===== config.mk =====
export PLATFORM = sky130hd
export DESIGN_NAME = clock_set_ctrl
export DESIGN_NICKNAME = d
export VERILOG_FILES = /design/src/rtl/clock_set_ctrl.sv
export SDC_FILE = /design/constraint.sdc
export NUM_CORES = 1
export LEC_CHECK = 0
export BUFFER_PORTS_ARGS = -buffer_cell sky130_fd_sc_hd__buf_2
export CAP_MARGIN = 20
export CORE_MARGIN = 1.5
export CORE_UTILIZATION = 45
export DETAILED_ROUTE_END_ITERATION = 8
export SETUP_SLACK_MARGIN = 0.1
export SYNTH_ARGS = -nofsm -noshare
export SYNTH_HDL_FRONTEND = slang
export SYNTH_SLANG_ARGS = --single-unit

===== constraint.sdc =====
create_clock -name clk -period 3.7 [get_ports clk]
set_clock_uncertainty 0.05 [all_clocks]
set_input_delay 0.185 -clock clk [delete_from_list [all_inputs] [get_ports clk]]
set_output_delay 0.185 -clock clk [all_outputs]
set_load 0.01 [all_outputs]

===== src/rtl/clock_set_ctrl.sv =====
// Clock time-set controller: 1 Hz prescaler, button conditioning and the RUN/SET_HOUR/SET_MIN FSM.
// Define AUTO_REPEAT_EN to auto-repeat increment pulses while inc is held in a set state.
module clock_set_ctrl #(
    parameter int unsigned CLK_DIV         = 50000000,
    parameter int unsigned DEBOUNCE_CYCLES = 500000,
    parameter int unsigned SET_TIMEOUT     = 30,
    parameter int unsigned REPEAT_CYCLES   = 12500000
) (
    input  logic       clk,
    input  logic       rst,
    input  logic       btn_mode,
    input  logic       btn_inc,
    output logic       tick_1hz,
    output logic [2:0] hold,
    output logic [1:0] sel,
    output logic       blink
);

    localparam int unsigned DIV_W = (CLK_DIV > 1) ? $clog2(CLK_DIV) : 1;
    localparam int unsigned DEB_W = (DEBOUNCE_CYCLES > 1) ? $clog2(DEBOUNCE_CYCLES) : 1;
    localparam int unsigned TO_W  = $clog2(SET_TIMEOUT + 1);

    typedef enum logic [1:0] {
        RUN      = 2'b00,
        SET_HOUR = 2'b01,
        SET_MIN  = 2'b10
    } state_t;

    state_t           state;
    state_t           state_nxt;
    logic [DIV_W-1:0] div_cnt;
    logic [DIV_W-1:0] div_nxt_c;
    logic [1:0]       raw_c;
    logic [1:0]       sync_a;
    logic [1:0]       sync_b;
    logic [1:0]       stable;
    logic [1:0]       stable_d;
    logic [1:0]       press_c;
    logic [DEB_W-1:0] deb_cnt [2];
    logic             mode_press_c;
    logic             inc_press_c;
    logic             rpt_c;
    logic             inc_evt_c;
    logic [TO_W-1:0]  to_cnt;
    logic             timeout_c;
    logic [2:0]       hold_nxt;
    logic [1:0]       sel_nxt;
    logic             blink_nxt;

    // Free-running prescaler; tick is registered so it lines up with the terminal count.
    assign div_nxt_c = (div_cnt == DIV_W'(CLK_DIV - 1)) ? '0 : div_cnt + DIV_W'(1);

    always_ff @(posedge clk or posedge rst) begin
        if (rst) begin
            div_cnt  <= '0;
            tick_1hz <= 1'b0;
        end else begin
            div_cnt  <= div_nxt_c;
            tick_1hz <= (div_nxt_c == DIV_W'(CLK_DIV - 1));
        end
    end

    // Bit 0 is mode, bit 1 is inc: two-stage synchronizer then level debouncer.
    assign raw_c = {btn_inc, btn_mode};

    always_ff @(posedge clk or posedge rst) begin
        if (rst) begin
            sync_a     <= '0;
            sync_b     <= '0;
            stable     <= '0;
            stable_d   <= '0;
            deb_cnt[0] <= '0;
            deb_cnt[1] <= '0;
        end else begin
            sync_a   <= raw_c;
            sync_b   <= sync_a;
            stable_d <= stable;
            for (int b = 0; b < 2; b++) begin
                if (sync_b[b] == stable[b]) begin
                    deb_cnt[b] <= '0;
                end else if (deb_cnt[b] == DEB_W'(DEBOUNCE_CYCLES - 1)) begin
                    stable[b]  <= sync_b[b];
                    deb_cnt[b] <= '0;
                end else begin
                    deb_cnt[b] <= deb_cnt[b] + DEB_W'(1);
                end
            end
        end
    end

    assign press_c      = stable & ~stable_d;
    assign mode_press_c = press_c[0];
    assign inc_press_c  = press_c[1];

`ifdef AUTO_REPEAT_EN
    localparam int unsigned RPT_W = (REPEAT_CYCLES > 1) ? $clog2(REPEAT_CYCLES) : 1;

    logic [RPT_W-1:0] rpt_cnt;

    // Repeat fires every REPEAT_CYCLES cycles counted from the initial press.
    assign rpt_c = (state != RUN) && stable[1] && !inc_press_c && !mode_press_c &&
                   (rpt_cnt == RPT_W'(REPEAT_CYCLES - 1));

    always_ff @(posedge clk or posedge rst) begin
        if (rst) begin
            rpt_cnt <= '0;
        end else if ((state == RUN) || !stable[1] || inc_press_c || mode_press_c || rpt_c) begin
            rpt_cnt <= '0;
        end else begin
            rpt_cnt <= rpt_cnt + RPT_W'(1);
        end
    end
`else
    assign rpt_c = 1'b0;
`endif

    assign inc_evt_c = inc_press_c | rpt_c;
    assign timeout_c = tick_1hz && (to_cnt >= TO_W'(SET_TIMEOUT - 1));

    always_ff @(posedge clk or posedge rst) begin
        if (rst) begin
            state <= RUN;
        end else begin
            state <= state_nxt;
        end
    end

    // Mode press has priority; any press event in a set state overrides the timeout.
    always_comb begin
        state_nxt = state;
        if (mode_press_c) begin
            case (state)
                RUN:      state_nxt = SET_HOUR;
                SET_HOUR: state_nxt = SET_MIN;
                default:  state_nxt = RUN;
            endcase
        end else if ((state != RUN) && !inc_evt_c && timeout_c) begin
            state_nxt = RUN;
        end
    end

    always_comb begin
        hold_nxt  = 3'b000;
        sel_nxt   = 2'b00;
        blink_nxt = 1'b0;
        if (state_nxt != RUN) begin
            sel_nxt  = 2'(state_nxt);
            hold_nxt = 3'b001;
            if ((state_nxt == state) && inc_evt_c) begin
                hold_nxt = (state == SET_HOUR) ? 3'b100 : 3'b010;
            end
            if (state_nxt != state) begin
                blink_nxt = 1'b1;
            end else if (tick_1hz) begin
                blink_nxt = ~blink;
            end else begin
                blink_nxt = blink;
            end
        end
    end

    always_ff @(posedge clk or posedge rst) begin
        if (rst) begin
            hold  <= 3'b000;
            sel   <= 2'b00;
            blink <= 1'b0;
        end else begin
            hold  <= hold_nxt;
            sel   <= sel_nxt;
            blink <= blink_nxt;
        end
    end

    // Idle timer: held at zero in RUN, restarted by entries and press events, saturating.
    always_ff @(posedge clk or posedge rst) begin
        if (rst) begin
            to_cnt <= '0;
        end else if ((state_nxt == RUN) || (state_nxt != state) || mode_press_c || inc_evt_c) begin
            to_cnt <= '0;
        end else if (tick_1hz && (to_cnt != TO_W'(SET_TIMEOUT))) begin
            to_cnt <= to_cnt + TO_W'(1);
        end
    end

endmodule


Word-level counts from Yosys, hierarchy flattened
Index checks and enable logic that the tools add are counted.
{ "classes": {"bitwise": 5, "reduce_logical": 16, "add_sub_neg": 4, "n_lt_le_gt_ge": 1, "muxes": 17, "n_eq_ne": 11} }
{ "op_table": {"columns": ["op", "count"], "rows": [
  ["19-bit 2-to-1 mux", 4],
  ["26-bit equality test (second input constant)", 2],
  ["19-bit by 1-bit adder with 19-bit output (second input constant)", 2],
  ["19-bit equality test (second input constant)", 2],
  ["26-bit by 1-bit adder with 26-bit output (second input constant)", 1],
  ["26-bit 2-to-1 mux", 1],
  ["5-bit 2-to-1 mux", 2],
  ["3-bit 2-to-1 mux", 3],
  ["2-bit 2-to-1 mux", 3],
  ["2-bit nonzero test", 3],
  ["5-bit by 1-bit adder with 5-bit output (second input constant)", 1],
  ["5-bit >= comparator (second input constant)", 1],
  ["1-bit logical AND", 5],
  ["5-bit inequality test (second input constant)", 1],
  ["2-bit logical NOT", 2],
  ["2-bit case mux with 2 select lines", 1],
  ["2-bit AND reduction", 2],
  ["1-bit logical OR", 3],
  ["1-bit 2-to-1 mux", 3],
  ["3-bit by 2-bit inequality test with 1-bit output (second input constant)", 1],
  ["1-bit NOT", 3],
  ["2-bit AND", 1],
  ["1-bit equality test", 2],
  ["2-bit by 1-bit equality test with 1-bit output (second input constant)", 1],
  ["4 further kinds", 4]
]} }
{ "word_totals": {"wordCells": 68, "reg_bits": 86} }

Depth between registers and ports, before layout
Gate-level depths: netlist (run 1).
{ "depth": {"depth_word": 12, "depth_mapped": 8} }

Least setup slack after synthesis (run 1)
OpenSTA, ideal clock, no wires.
{ "synth_timing": {"kind": "reg2reg", "from": "register div_cnt[0]", "to": "register tick_1hz", "path_slack_ns": 1.342, "path_buffers": 0, "stages_incl_launch_ff": 8, "t_arrival_ns": 2.208, "path_cell_list": "dfrtp_1 -> ha_1 -> xor2_1 -> nand4_1 -> or3b_1 -> a2111oi_2 -> or4b_1 -> nor4bb_1"} }
{ "synth_between": {"elab_chain_len": 3, "word_cells_on_any_way": 4, "cone_classes": "add/sub (1); eq/ne (2); mux (1)"} }
{ "synth_lines": {"columns": ["element", "line", "rtl"], "rows": [
  ["start: declaration", "31", "logic [DIV_W-1:0] div_cnt;"],
  ["start signal: assignment", "58", "div_cnt <= div_nxt_c;"],
  ["26-bit by 1-bit adder with 26-bit output / 26-bit equality test (equally long branches)", "51", "assign div_nxt_c = (div_cnt == DIV_W'(CLK_DIV - 1)) ? '0 : div_cnt + DIV_W'(1);"],
  ["26-bit 2-to-1 mux (*)", "51", null],
  ["named net div_nxt_c[2]", "32", "logic [DIV_W-1:0] div_nxt_c;"],
  ["26-bit equality test (*)", "59", "tick_1hz <= (div_nxt_c == DIV_W'(CLK_DIV - 1));"],
  ["end signal: assignment", "59", null],
  ["end: declaration", "13", "output logic tick_1hz,"]
]} }
The timed path passes the listed nets; every way through them passes the cells marked *.
A chain may end at the register's enable or synchronous reset.

Final worst setup path (run 1)
{ "layout_timing": {"from": "register div_cnt[3]", "to": "register tick_1hz"} }
{ "layout_between": {"elab_chain_len": 3, "word_cells_on_any_way": 4, "cone_classes": "add/sub (1); eq/ne (2); mux (1)"} }
{ "layout_lines": {"columns": ["element", "line"], "rows": [
  ["26-bit by 1-bit adder with 26-bit output / 26-bit equality test (equally long branches)", "51"],
  ["26-bit 2-to-1 mux (*)", "51"],
  ["26-bit equality test (*)", "59"]
]} }
Mark *: on every way between the ends. The rest lies on a longest branch, timed or not.

==> reports/metrics.csv, run 1 <==
stage,metric,value,unit
run_status,status,finished clean,
global_routing,grtUsageMet1,23.41,%
finish,syn_to_final_growth,9.753,%
critical_path,critical_path_class,register to register,
drt,num_vias,2929,
critical_path,endpoint_kind,register,
floorplanning,die_area,9822,µm²
floorplanning,core_area,8848,µm²
finish,register_area,2127,µm²
logic_synthesis,synth_mux_area_share,1.023,%
timing,fin_crit_sh,72.49,%
timing,setup_viol,0,
clock_tree,worstSkewPairLatency,0.35,ns
logic_synthesis,yosys-top-cells-count,"85 x dfrtp_1, 79 x nor2_1, 32 x xnor2_1",
clock_tree,cts_buffer_depth,2,
logic_synthesis,async_flop_share,100.0,%
critical_path,cp_data_required_time,3.89,ns
clock_tree,cts.root.buffer_cell,clkbuf_8,
drt,wl,7382,µm
logic_synthesis,synth_edf_count,0,
finish,fillers,808,
clock_tree,path_clk_slew,0.10,ns
global_routing,grt_pass1_wl,13030,µm
job,cap_violations,0,
logic_synthesis,synthTopCellsByArea,"dfrtp_1 51%, nor2_1 7.1%, xnor2_1 6.7%, xor2_1 6.5%, nand3_1 3.1%",
timing,slew_headroom,52.72,%
logic_synthesis,synth.distinct_cells,51,
place,placed_area,4322,µm²
floorplanning,io_pins,11,
timing,worst_slew_pin_slew,0.7001,ns
critical_path,r2r_end,tick_1hz,
critical_path,crit-reg2reg-launch,div_cnt[3],
power_and_ir_drop,cellPowerDensity,349.6,nW/µm²
finish,final_area,4562,µm²
place,hpwl,5065,µm
drt,drt_pass1_iterations,4,
drt,antenna_left,0,
power_and_ir_drop,ir_worst_vdd,0.1563,mV
floorplanning,rows,34,
logic_synthesis,synth_area_leader_cell,dfrtp_1,
critical_path,r2r_cells,7,
logic_synthesis,yosysWarningCount,0,
floorplanning,die_w,99.11,µm
clock_tree,numClockSinks,85,
finish,fin_nets,446,
global_routing,grtUsageMet2,25.41,%
logic_synthesis,syn_nets,428,
global_routing,grt_use_total,16.34,%
logic_synthesis,synth_top_area_share,51.17,%
drt,drc,0,
finish,diodes,0,
clock_tree,htree_levels,3,
logic_synthesis,synth_xor_area_share,13.28,%
timing,rsz0062_at_grt,no,
drt,drtIter0Drc,105,
place,portBuffers,10,
power_and_ir_drop,leakagePower,1.943,nW
timing,hold_viol_final,0,
global_routing,grt_overflow,0,
logic_synthesis,netlist_area,4156,µm²
finish,drive_gt1_share,10.43,%
critical_path,worstSetupStartpointType,register,
clock_tree,tritoncts,built,
global_routing,grt_max_degree,64,
drt,vias_per_cell,5.335,
min_path,hp-class,input port to async pin,
global_routing,gr-usage-met3,2.389,%
logic_synthesis,ys_seq_area_share,51.17,%
logic_synthesis,synth-simple-area-share,26.97,%
global_routing,antenna_found_initial,0,
timing,clock.fmax,0.3728,GHz
finish,multi_input_area,1944,µm²
floorplanning,initial_core_util,46.97,%
logic_synthesis,synth_compound_area_share,3.703,%
critical_path,rrSetupSlack,1.02,ns
logic_synthesis,synthAdderAreaFrac,1.806,%
timing,setup_ws,1.018,ns
floorplanning,die_h,99.11,µm
logic_synthesis,ys_ff_latch,85,
drt,drt-wirelength-per-cell,13.45,µm
global_routing,top_usage_layer,met2,
place,routabilityCongestion,0.8065,
timing,post-route-min-period,2.682,ns
timing,maxSlewViolCount,0,
critical_path,path_max_fanout,9,
timing,setup_tns,0,ns
logic_synthesis,yosys.cell_count.top_type,dfrtp_1,
critical_path,cp.arrival,2.87,ns
logic_synthesis,synth_top_family_by_area,simple AND/OR/NAND/NOR gates,
place,place_ws,1.000,ns
logic_synthesis,ys.flop_type,dfrtp_1,
logic_synthesis,syn_inst,418,
clock_tree,post_cts_buffers,0,
clock_tree,cts_resized,0,
global_routing,grt_pass1_vias,2824,
clock_tree,hold_buffers,2,
clock_tree,cts_buffers,9,
logic_synthesis,synth_area_per_cell,9.944,µm²
==> placed cells by master, fill, tap and decap left out, drive strengths merged, types with 10 or more instances in the layout <==
master / count
buf: 14
and3: 10
dfrtp: 85
clkbuf: 10
nand2: 26
xor2: 31
nand3: 28
nor2: 79
inv: 13
xnor2: 32
nand4: 19
nor3: 13
==> metrics by stage <==
step / power [mW] / util [%] / instances / hold slack, ns
2_1_floorplan: 0.9889 / - / 418 / 0.1664
3_3_place_gp: 1.000 / 48.84 / 529 / 0.2430
5_1_grt: 1.668 / 51.56 / 549 / 0.2667
4_1_cts: 1.620 / 51.13 / 547 / 0.03433
3_5_place_dp: 1.001 / 48.84 / 529 / 0.2448
6_report: 1.595 / 51.56 / 549 / 0.2533
==> state kept, by name (all words and copies together), names as in the netlist <==
name,cells
state,1
div_cnt,26
to_cnt,5
deb_cnt,38
sync_a,2
stable_d,2
sel,2
hold,3
tick_1hz,1
stable,2
blink,1
sync_b,2
==> critical path, cell delays in order (launching register included) <==
cell and delay [ns]:
dfrtp_1 0.47, nand4_1 0.20, nor2_1 0.50, buf_4 0.26
nand4_1 0.12, xor2_1 0.18, or4b_1 0.51, nor4bb_1 0.29
==> power by group <==
group	leakage (nW)	switching [mW]	internal [mW]
Clock	0.0934	0.351	0.258
Sequential	1.16	0.00657	0.936
Combinational	0.691	0.0308	0.0137
==> worst max path at each step <==
stage               slack (ns)        to       start  depth (start not counted)
detailed placement        1.00  tick_1hz  div_cnt[3]                          6
global placement          1.19  tick_1hz  div_cnt[3]                          6
floorplan                 1.27     blink         rst                          1
CTS                       0.98  tick_1hz  div_cnt[3]                          6
finish                    1.02  tick_1hz  div_cnt[3]                          7
global route              0.77  tick_1hz  div_cnt[3]                          6
==> metal layers <==
layer  share of wire [%]  up-vias
li1                    -     1464
met1                  52     1415
met2                  44       40
met3                 2.8       10
met4                 1.5        0
met5                   0        -
==> final cells by class <==
class	count	share of cell area, %
sequential	85	46.63
tap	108	2.962
inverter	11	0.9325
clock inverter	6	1.207
timing repair buffer	17	2.852
multi-input combinational	312	42.62
clock buffer	10	2.798
==> cell families (layout without fill, tap and decap cells) <==
group,Yosys count,after routing
and+or+nand+nor,217,217
DFF,85,85
xor gates and xnor gates,63,63
AOI/OAI and AO/OA,22,22
buffers and inverters,21,44
adders and majority gates,6,6
muxes,4,4
Note: power is estimated with default switching activity, not from simulation.
==> run 2: changes to the inputs <==
--- a/config.mk
+++ b/config.mk
@@ -5,6 +5,7 @@
 export SDC_FILE = /design/constraint.sdc
 export NUM_CORES = 1
 export LEC_CHECK = 0
+export ABC_AREA = 1
 export BUFFER_PORTS_ARGS = -buffer_cell sky130_fd_sc_hd__buf_2
 export CAP_MARGIN = 20
 export CORE_MARGIN = 1.5
==> constraint.sdc (replaced) <==
create_clock -name clk -period 2.5 [get_ports clk]
set_clock_uncertainty 0.05 [all_clocks]
set_input_delay 0.125 -clock clk [delete_from_list [all_inputs] [get_ports clk]]
set_output_delay 0.125 -clock clk [all_outputs]
set_load 0.01 [all_outputs]
==> run 2 against run 1 <==
Effect of this change:
- total power is 46% higher
- sequential power is 48% higher
- critical path depth is 3 higher
- global-route usage is 2.1 points higher
- core utilization is 0.43 points lower
- register-to-register slack worse by 0.66 ns
- die area is 11% higher
- sequential share of layout area is 4.6 points lower
- wire length is 26% higher
- synthesized cell count is 45% higher
- setup slack worse by 0.66 ns
- highest routed layer unchanged
==> reports/metrics.csv, run 2 <==
stage,metric,value,unit
finish,syn_to_final_growth,8.991,%
job,cap_violations,0,
clock_tree,post_cts_buffers,0,
clock_tree,path_clk_slew,0.09,ns
place,portBuffers,10,
clock_tree,tritoncts,built,
drt,drc,0,
global_routing,grt_overflow,0,
clock_tree,numClockSinks,85,
logic_synthesis,async_flop_share,100.0,%
power_and_ir_drop,leakagePower,2.316,nW
finish,final_area,5066,µm²
logic_synthesis,synth.distinct_cells,36,
critical_path,cp.arrival,2.34,ns
drt,antenna_left,0,
drt,drtIter0Drc,168,
finish,layout_common_cells,"146 x nand2_1, 106 x nor2_1, 87 x inv_1",
run_status,status,finished clean,
logic_synthesis,syn_inst,608,
finish,largest_reg_flops,38,
clock_tree,cts_resized,0,
clock_tree,htree_levels,3,
floorplanning,core_area,9910,µm²
logic_synthesis,synth_area_per_cell,7.645,µm²
logic_synthesis,ys_ff_latch,85,
floorplanning,die_area,10950,µm²
power_and_ir_drop,cellPowerDensity,461.0,nW/µm²
power_and_ir_drop,power_frac_seq,59.7,%
min_path,hp-class,register to register,
finish,multi_input_area,2157,µm²
power_and_ir_drop,power_frac_comb,2.8,%
global_routing,grt_pass1_vias,3583,
timing,rsz0062_at_grt,no,
floorplanning,die_h,104.6,µm
logic_synthesis,yosysWarningCount,0,
floorplanning,die_w,104.6,µm
drt,drt-wirelength-per-cell,12.10,µm
logic_synthesis,yosys.cell_count.top_type,nand2_1,
global_routing,grt_max_degree,46,
finish,top_regs,"deb_cnt: 38 flops, div_cnt: 26 flops, to_cnt: 5 flops",
critical_path,critical_path_class,register to register,
finish,fillers,944,
finish,register_area,2127,µm²
timing,setup_viol,0,
timing,setup_tns,0,ns
power_and_ir_drop,netSwitchingFraction,23.22,%
finish,fin_nets,639,
drt,wl,9281,µm
logic_synthesis,ys_seq_area_share,45.76,%
place,hpwl,7102,µm
finish,drive_gt1_share,9.937,%
timing,slew_headroom,53.26,%
timing,worst_slew_pin_slew,0.7003,ns
timing,fin_crit_sh,85.71,%
clock_tree,worstSkewPairLatency,0.35,ns
logic_synthesis,ys.flop_type,dfrtp_1,
timing,hold_ws,0.3131,ns
logic_synthesis,synth_edf_count,0,
finish,largest_register,deb_cnt,
critical_path,worstSetupStartpointType,register,
logic_synthesis,synthTopCellsByArea,"dfrtp_1 46%, nand2_1 12%, nor2_1 8.6%, inv_1 7.1%, nand3_1 3.2%",
floorplanning,initial_core_util,46.91,%
timing,post-route-min-period,2.143,ns
finish,diodes,0,
power_and_ir_drop,ir_worst_vdd,0.1970,mV
timing,hold_viol_final,0,
power_and_ir_drop,intPower,1.793,mW
place,routabilityCongestion,0.8729,
logic_synthesis,syn_nets,618,
power_and_ir_drop,switching_power,542.3,µW
drt,num_vias,3738,
finish,layout_commonest_cell,nand2_1,
global_routing,grt_pass1_wl,16300,µm
power_and_ir_drop,clkPwrFrac,37.5,%
logic_synthesis,synth_area_leader_cell,dfrtp_1,
logic_synthesis,yosys-top-cells-count,"146 x nand2_1, 106 x nor2_1, 88 x inv_1",
logic_synthesis,synth_top_area_share,45.76,%
clock_tree,cts.root.buffer_cell,clkbuf_8,
floorplanning,io_pins,11,
clock_tree,cts_buffers,9,
timing,maxSlewViolCount,0,
global_routing,grt_use_total,18.41,%
global_routing,antenna_found_initial,0,
timing,clock.fmax,0.4667,GHz
logic_synthesis,netlist_area,4648,µm²
drt,vias_per_cell,4.874,
place,placed_area,4860,µm²
critical_path,path_max_fanout,13,
critical_path,cp_data_required_time,2.70,ns
clock_tree,cts_buffer_depth,2,
critical_path,endpoint_kind,register,
drt,drt_pass1_iterations,5,
floorplanning,rows,36,
## run 2: changes by cell type in the layout (fill, tap and decap cells not counted), sizes merged, moves of 4 or more
cell   previous run  this run
nand2            26       151
nor4b             4         0
and2              6         1
nor2             79       123
and3             10         1
nor2b             6         0
inv              13        90
xor2             31        17
a21oi             6        26
xnor2            32         2
o21ai             4        13
nand3            28        35
## run 2: layout make-up
cell class,count,area share [%]
clock buffer,11,2.791
clock inverter,5,0.6915
sequential,85,41.99
timing repair buffer,14,1.976
tap,133,3.285
inverter,90,6.693
multi-input combinational,429,42.58
## run 2: kinds of logic after synthesis
logic type / share of synthesized area, %
and+or+nand+nor: 34.89
buffers and inverters: 7.833
DFF: 45.76
xor gates and xnor gates: 3.580
muxes: 0.4845
adders and majority gates: 1.615
AOI/OAI and AO/OA: 5.841
## run 2: worst max-delay path, stage by stage, from the launching register on
cell     delay [ns]
dfrtp_1        0.43
ha_1           0.24
nand3_1        0.15
nor3_1         0.23
nand2_1        0.10
nor2_2         0.47
nor2_1         0.13
nand2_1        0.09
nor2_1         0.04
nand3_1        0.07
nor2_1         0.04
## run 2: per-layer routing
metal / routed length, µm / GRT usage (%) / vias to the layer above
li1: - / - / 1962
met1: 4500 / 24.66 / 1701
met2: 4388 / 30.59 / 64
met3: 259 / 2.433 / 11
met4: 132 / 6.654 / 0
met5: 0 / 0 / -
## run 2: timing repair
item                                   in CTS  in global routing
hold buffers                                3                  0
endpoints found under the hold margin      42                  0
setup endpoints to repair                   0                  0
## run 2: final timing paths
kind                                  from     endpoint  slack [ns]  cells after the start
worst max-delay path            div_cnt[0]     tick_1hz        0.36                     10
worst min-delay path             sync_a[1]    sync_b[1]        0.31                      0
worst max register to register  div_cnt[0]     tick_1hz        0.36                     10
worst min register to register   sync_a[1]    sync_b[1]        0.31                      0
max in group asynchronous              rst  div_cnt[10]        1.38                      4
min in group asynchronous              rst    sync_a[1]        0.35                      3
## run 2: stage by stage
step / util [%] / power, mW / worst slack (ns) / instances
2_1_floorplan: - / 1.463 / 0.1315 / 608
3_3_place_gp: 49.04 / 1.486 / 0.4876 / 748
3_5_place_dp: 49.04 / 1.487 / 0.3692 / 748
4_1_cts: 51.12 / 2.380 / 0.3430 / 767
5_1_grt: 51.12 / 2.442 / 0.1361 / 767
6_report: 51.12 / 2.335 / 0.3573 / 767
## run 2: power groups by stage
stage	Combinational (mW)	Clock [mW]	Sequential, mW
2_1_floorplan	0.0438	0	1.42
3_3_place_gp	0.0644	0	1.42
3_5_place_dp	0.0650	0	1.42
4_1_cts	0.0686	0.916	1.39
5_1_grt	0.0784	0.966	1.40
6_report	0.0653	0.875	1.39
==> run 3: changes to the inputs <==
--- a/config.mk
+++ b/config.mk
@@ -11,6 +11,7 @@
 export CORE_MARGIN = 1.5
 export CORE_UTILIZATION = 45
 export DETAILED_ROUTE_END_ITERATION = 8
+export REMOVE_ABC_BUFFERS = 1
 export SETUP_SLACK_MARGIN = 0.1
 export SYNTH_ARGS = -nofsm -noshare
 export SYNTH_HDL_FRONTEND = slang
==> run 3 against run 2 <==
Effect of this change:
- non-clock buffer count rose by 1
- highest routed layer unchanged
- critical endpoint unchanged
- total power increased by 10%
- cell count increased by 0.13%
- clock power up 28%
- die area did not move
- via count about the same
- setup slack gained 0.17 ns
- first-iteration DRC count rose by 27%
- combinational power grew 1%
- global-route usage increased by 0.18 points
- cell area up 1.3%
- fmax up 8.8%
- largest cell class unchanged
==> reports/metrics.csv, run 3 (synthesis results as in run 2) <==
stage,metric,value,unit
run_status,status,finished clean,
place,portBuffers,10,
drt,drtIter0Drc,214,
global_routing,grt_use_total,18.58,%
clock_tree,cts_resized,0,
drt,antenna_left,0,
critical_path,cp_data_required_time,2.70,ns
timing,slew_headroom,70.19,%
finish,layout_commonest_cell,nand2_1,
power_and_ir_drop,power_frac_seq,54.0,%
clock_tree,worstSkewPairLatency,0.36,ns
timing,setup_viol,0,
timing,hold_viol_final,0,
drt,drt-wirelength-per-cell,12.09,µm
place,hpwl,6930,µm
critical_path,crit_slowest_cell,dfrtp_1,
power_and_ir_drop,cellPowerDensity,503.0,nW/µm²
critical_path,critical_path_class,register to register,
floorplanning,initial_core_util,46.91,%
floorplanning,die_area,10950,µm²
floorplanning,io_pins,11,
clock_tree,cts_buffers,9,
clock_tree,post_cts_buffers,0,
critical_path,worstSetupStartpointType,register,
critical_path,worst-path-buf-inv,0,
power_and_ir_drop,switching_power,552.0,µW
power_and_ir_drop,leakagePower,2.349,nW
timing,clock.fmax,0.5080,GHz
critical_path,slowest_delay,0.44,ns
finish,drive_gt1_share,10.08,%
clock_tree,cts.root.buffer_cell,clkbuf_8,
finish,final_core_util,51.77,%
finish,multi_input_area,2157,µm²
power_and_ir_drop,clkPwrFrac,43.4,%
timing,fin_crit_sh,78.74,%
floorplanning,rows,36,
finish,register_area,2127,µm²
critical_path,cp.arrival,2.17,ns
finish,largest_reg_flops,38,
drt,wl,9285,µm
min_path,hp-class,register to register,
global_routing,grt_pass1_vias,3609,
floorplanning,die_h,104.6,µm
finish,largest_register,deb_cnt,
global_routing,grt_max_degree,86,
critical_path,path_max_fanout,8,
drt,drt_pass1_iterations,5,
timing,rsz0062_at_grt,no,
finish,top_regs,"deb_cnt: 38 flops, div_cnt: 26 flops, to_cnt: 5 flops",
job,cap_violations,0,
clock_tree,path_clk_slew,0.08,ns
clock_tree,numClockSinks,85,
place,place_ws,0.5594,ns
power_and_ir_drop,ir_worst_vdd,0.2595,mV
finish,diodes,0,
critical_path,startpoint,div_cnt[0],
power_and_ir_drop,netSwitchingFraction,21.40,%
critical_path,endpoint_kind,register,
floorplanning,die_w,104.6,µm
global_routing,antenna_found_initial,0,
clock_tree,tritoncts,built,
finish,fillers,954,
finish,syn_to_final_growth,10.36,%
finish,layout_common_cells,"146 x nand2_1, 106 x nor2_1, 87 x inv_1",
timing,setup_ws,0.5315,ns
timing,maxSlewViolCount,0,
min_path,hp-start,sync_a[1],
drt,drc,0,
clock_tree,htree_levels,3,
floorplanning,core_area,9910,µm²
place,placed_area,4867,µm²
finish,final_area,5130,µm²
power_and_ir_drop,intPower,2.028,mW
critical_path,cp-endpoint,tick_1hz,
critical_path,r2r_end,tick_1hz,
critical_path,cpLargestDelayFamily,simple AND/OR/NAND/NOR gates,
critical_path,r2r_cells,10,
global_routing,grt_overflow,0,
critical_path,crit-reg2reg-launch,div_cnt[0],
clock_tree,cts_buffer_depth,2,
drt,num_vias,3736,
timing,post-route-min-period,1.969,ns
timing,setup_tns,0,ns
drt,vias_per_cell,4.865,
global_routing,grt_pass1_wl,16370,µm
finish,fin_nets,640,
place,routabilityCongestion,0.8913,
timing,worst_slew_pin_slew,0.4472,ns
power_and_ir_drop,power_frac_comb,2.6,%
critical_path,worstPathCellList,ha_1 -> nand3_1 -> nor3_1 -> nand2_1 -> nor2_2 -> nor2_1 -> nand2_1 -> nor2_1 -> nand2_1 -> nor2_1,
critical_path,rrSetupSlack,0.53,ns
critical_path,cp.depth,10,
[run 3: changes by cell type in the layout (fill, tap and decap cells not counted), sizes merged]
cell / change
clkinv: -3
clkinvlp: -1
buf: +1
clkbuf: +1
inv: +1
bufinv: +2
[run 3: how the worst min path moves through the flow]
stage / to / slack [ns] / cells after the start
finish: sync_b[1] / 0.31 / 0
global route: sync_b[1] / 0.33 / 0
CTS: sync_b[1] / 0.31 / 0
detailed placement: sync_a[1] / 0.18 / 1
global placement: sync_a[1] / 0.18 / 1
floorplan: sync_a[0] / 0.11 / 0
[run 3: metrics by stage]
step / hold WS, ns / total power [mW] / cells
after floorplan: 0.1064 / 1.463 / 604
after global placement: 0.1825 / 1.486 / 749
after detailed placement: 0.1843 / 1.488 / 749
after CTS: 0.3112 / 2.620 / 768
after global routing: 0.3259 / 2.687 / 768
final: 0.3085 / 2.580 / 768
[run 3: final cells by class]
type | instances | area share [%]
multi-input combinational | 429 | 42.05
sequential | 85 | 41.46
inverter | 90 | 6.610
tap | 133 | 3.244
clock buffer | 12 | 3.024
timing repair buffer | 15 | 2.098
clock inverter | 4 | 1.512
[run 3: worst reg2reg max path, cell delays in order (launching register included)]
cell     delay [ns]
dfrtp_1        0.44
ha_1           0.24
nand3_1        0.14
nor3_1         0.23
nand2_1        0.10
nor2_2         0.30
nor2_1         0.13
nand2_1        0.10
nor2_1         0.05
nand2_1        0.05
nor2_1         0.04
[run 3: power groups by stage]
stage / Sequential [mW] / Clock [mW] / Combinational [mW]
3_5_place_dp: 1.42 / 0 / 0.0660
3_3_place_gp: 1.42 / 0 / 0.0644
4_1_cts: 1.39 / 1.16 / 0.0694
2_1_floorplan: 1.42 / 0 / 0.0434
5_1_grt: 1.40 / 1.21 / 0.0796
6_report: 1.39 / 1.12 / 0.0660
[run 3: what timing repair did]
item | 4_1_cts | 5_1_grt
setup endpoints to repair | 0 | 0
hold endpoints to repair | 87 | 0
hold buffers | 3 | 0
[run 3: layer usage]
layer  GRT usage, %  vias to the layer above  share of wire [%]
met5              0                        -                  0
met2          30.36                       45                 46
met1          24.96                     1721                 50
met3          2.620                       14                2.4
li1               -                     1956                  -
met4          7.436                        0                1.9
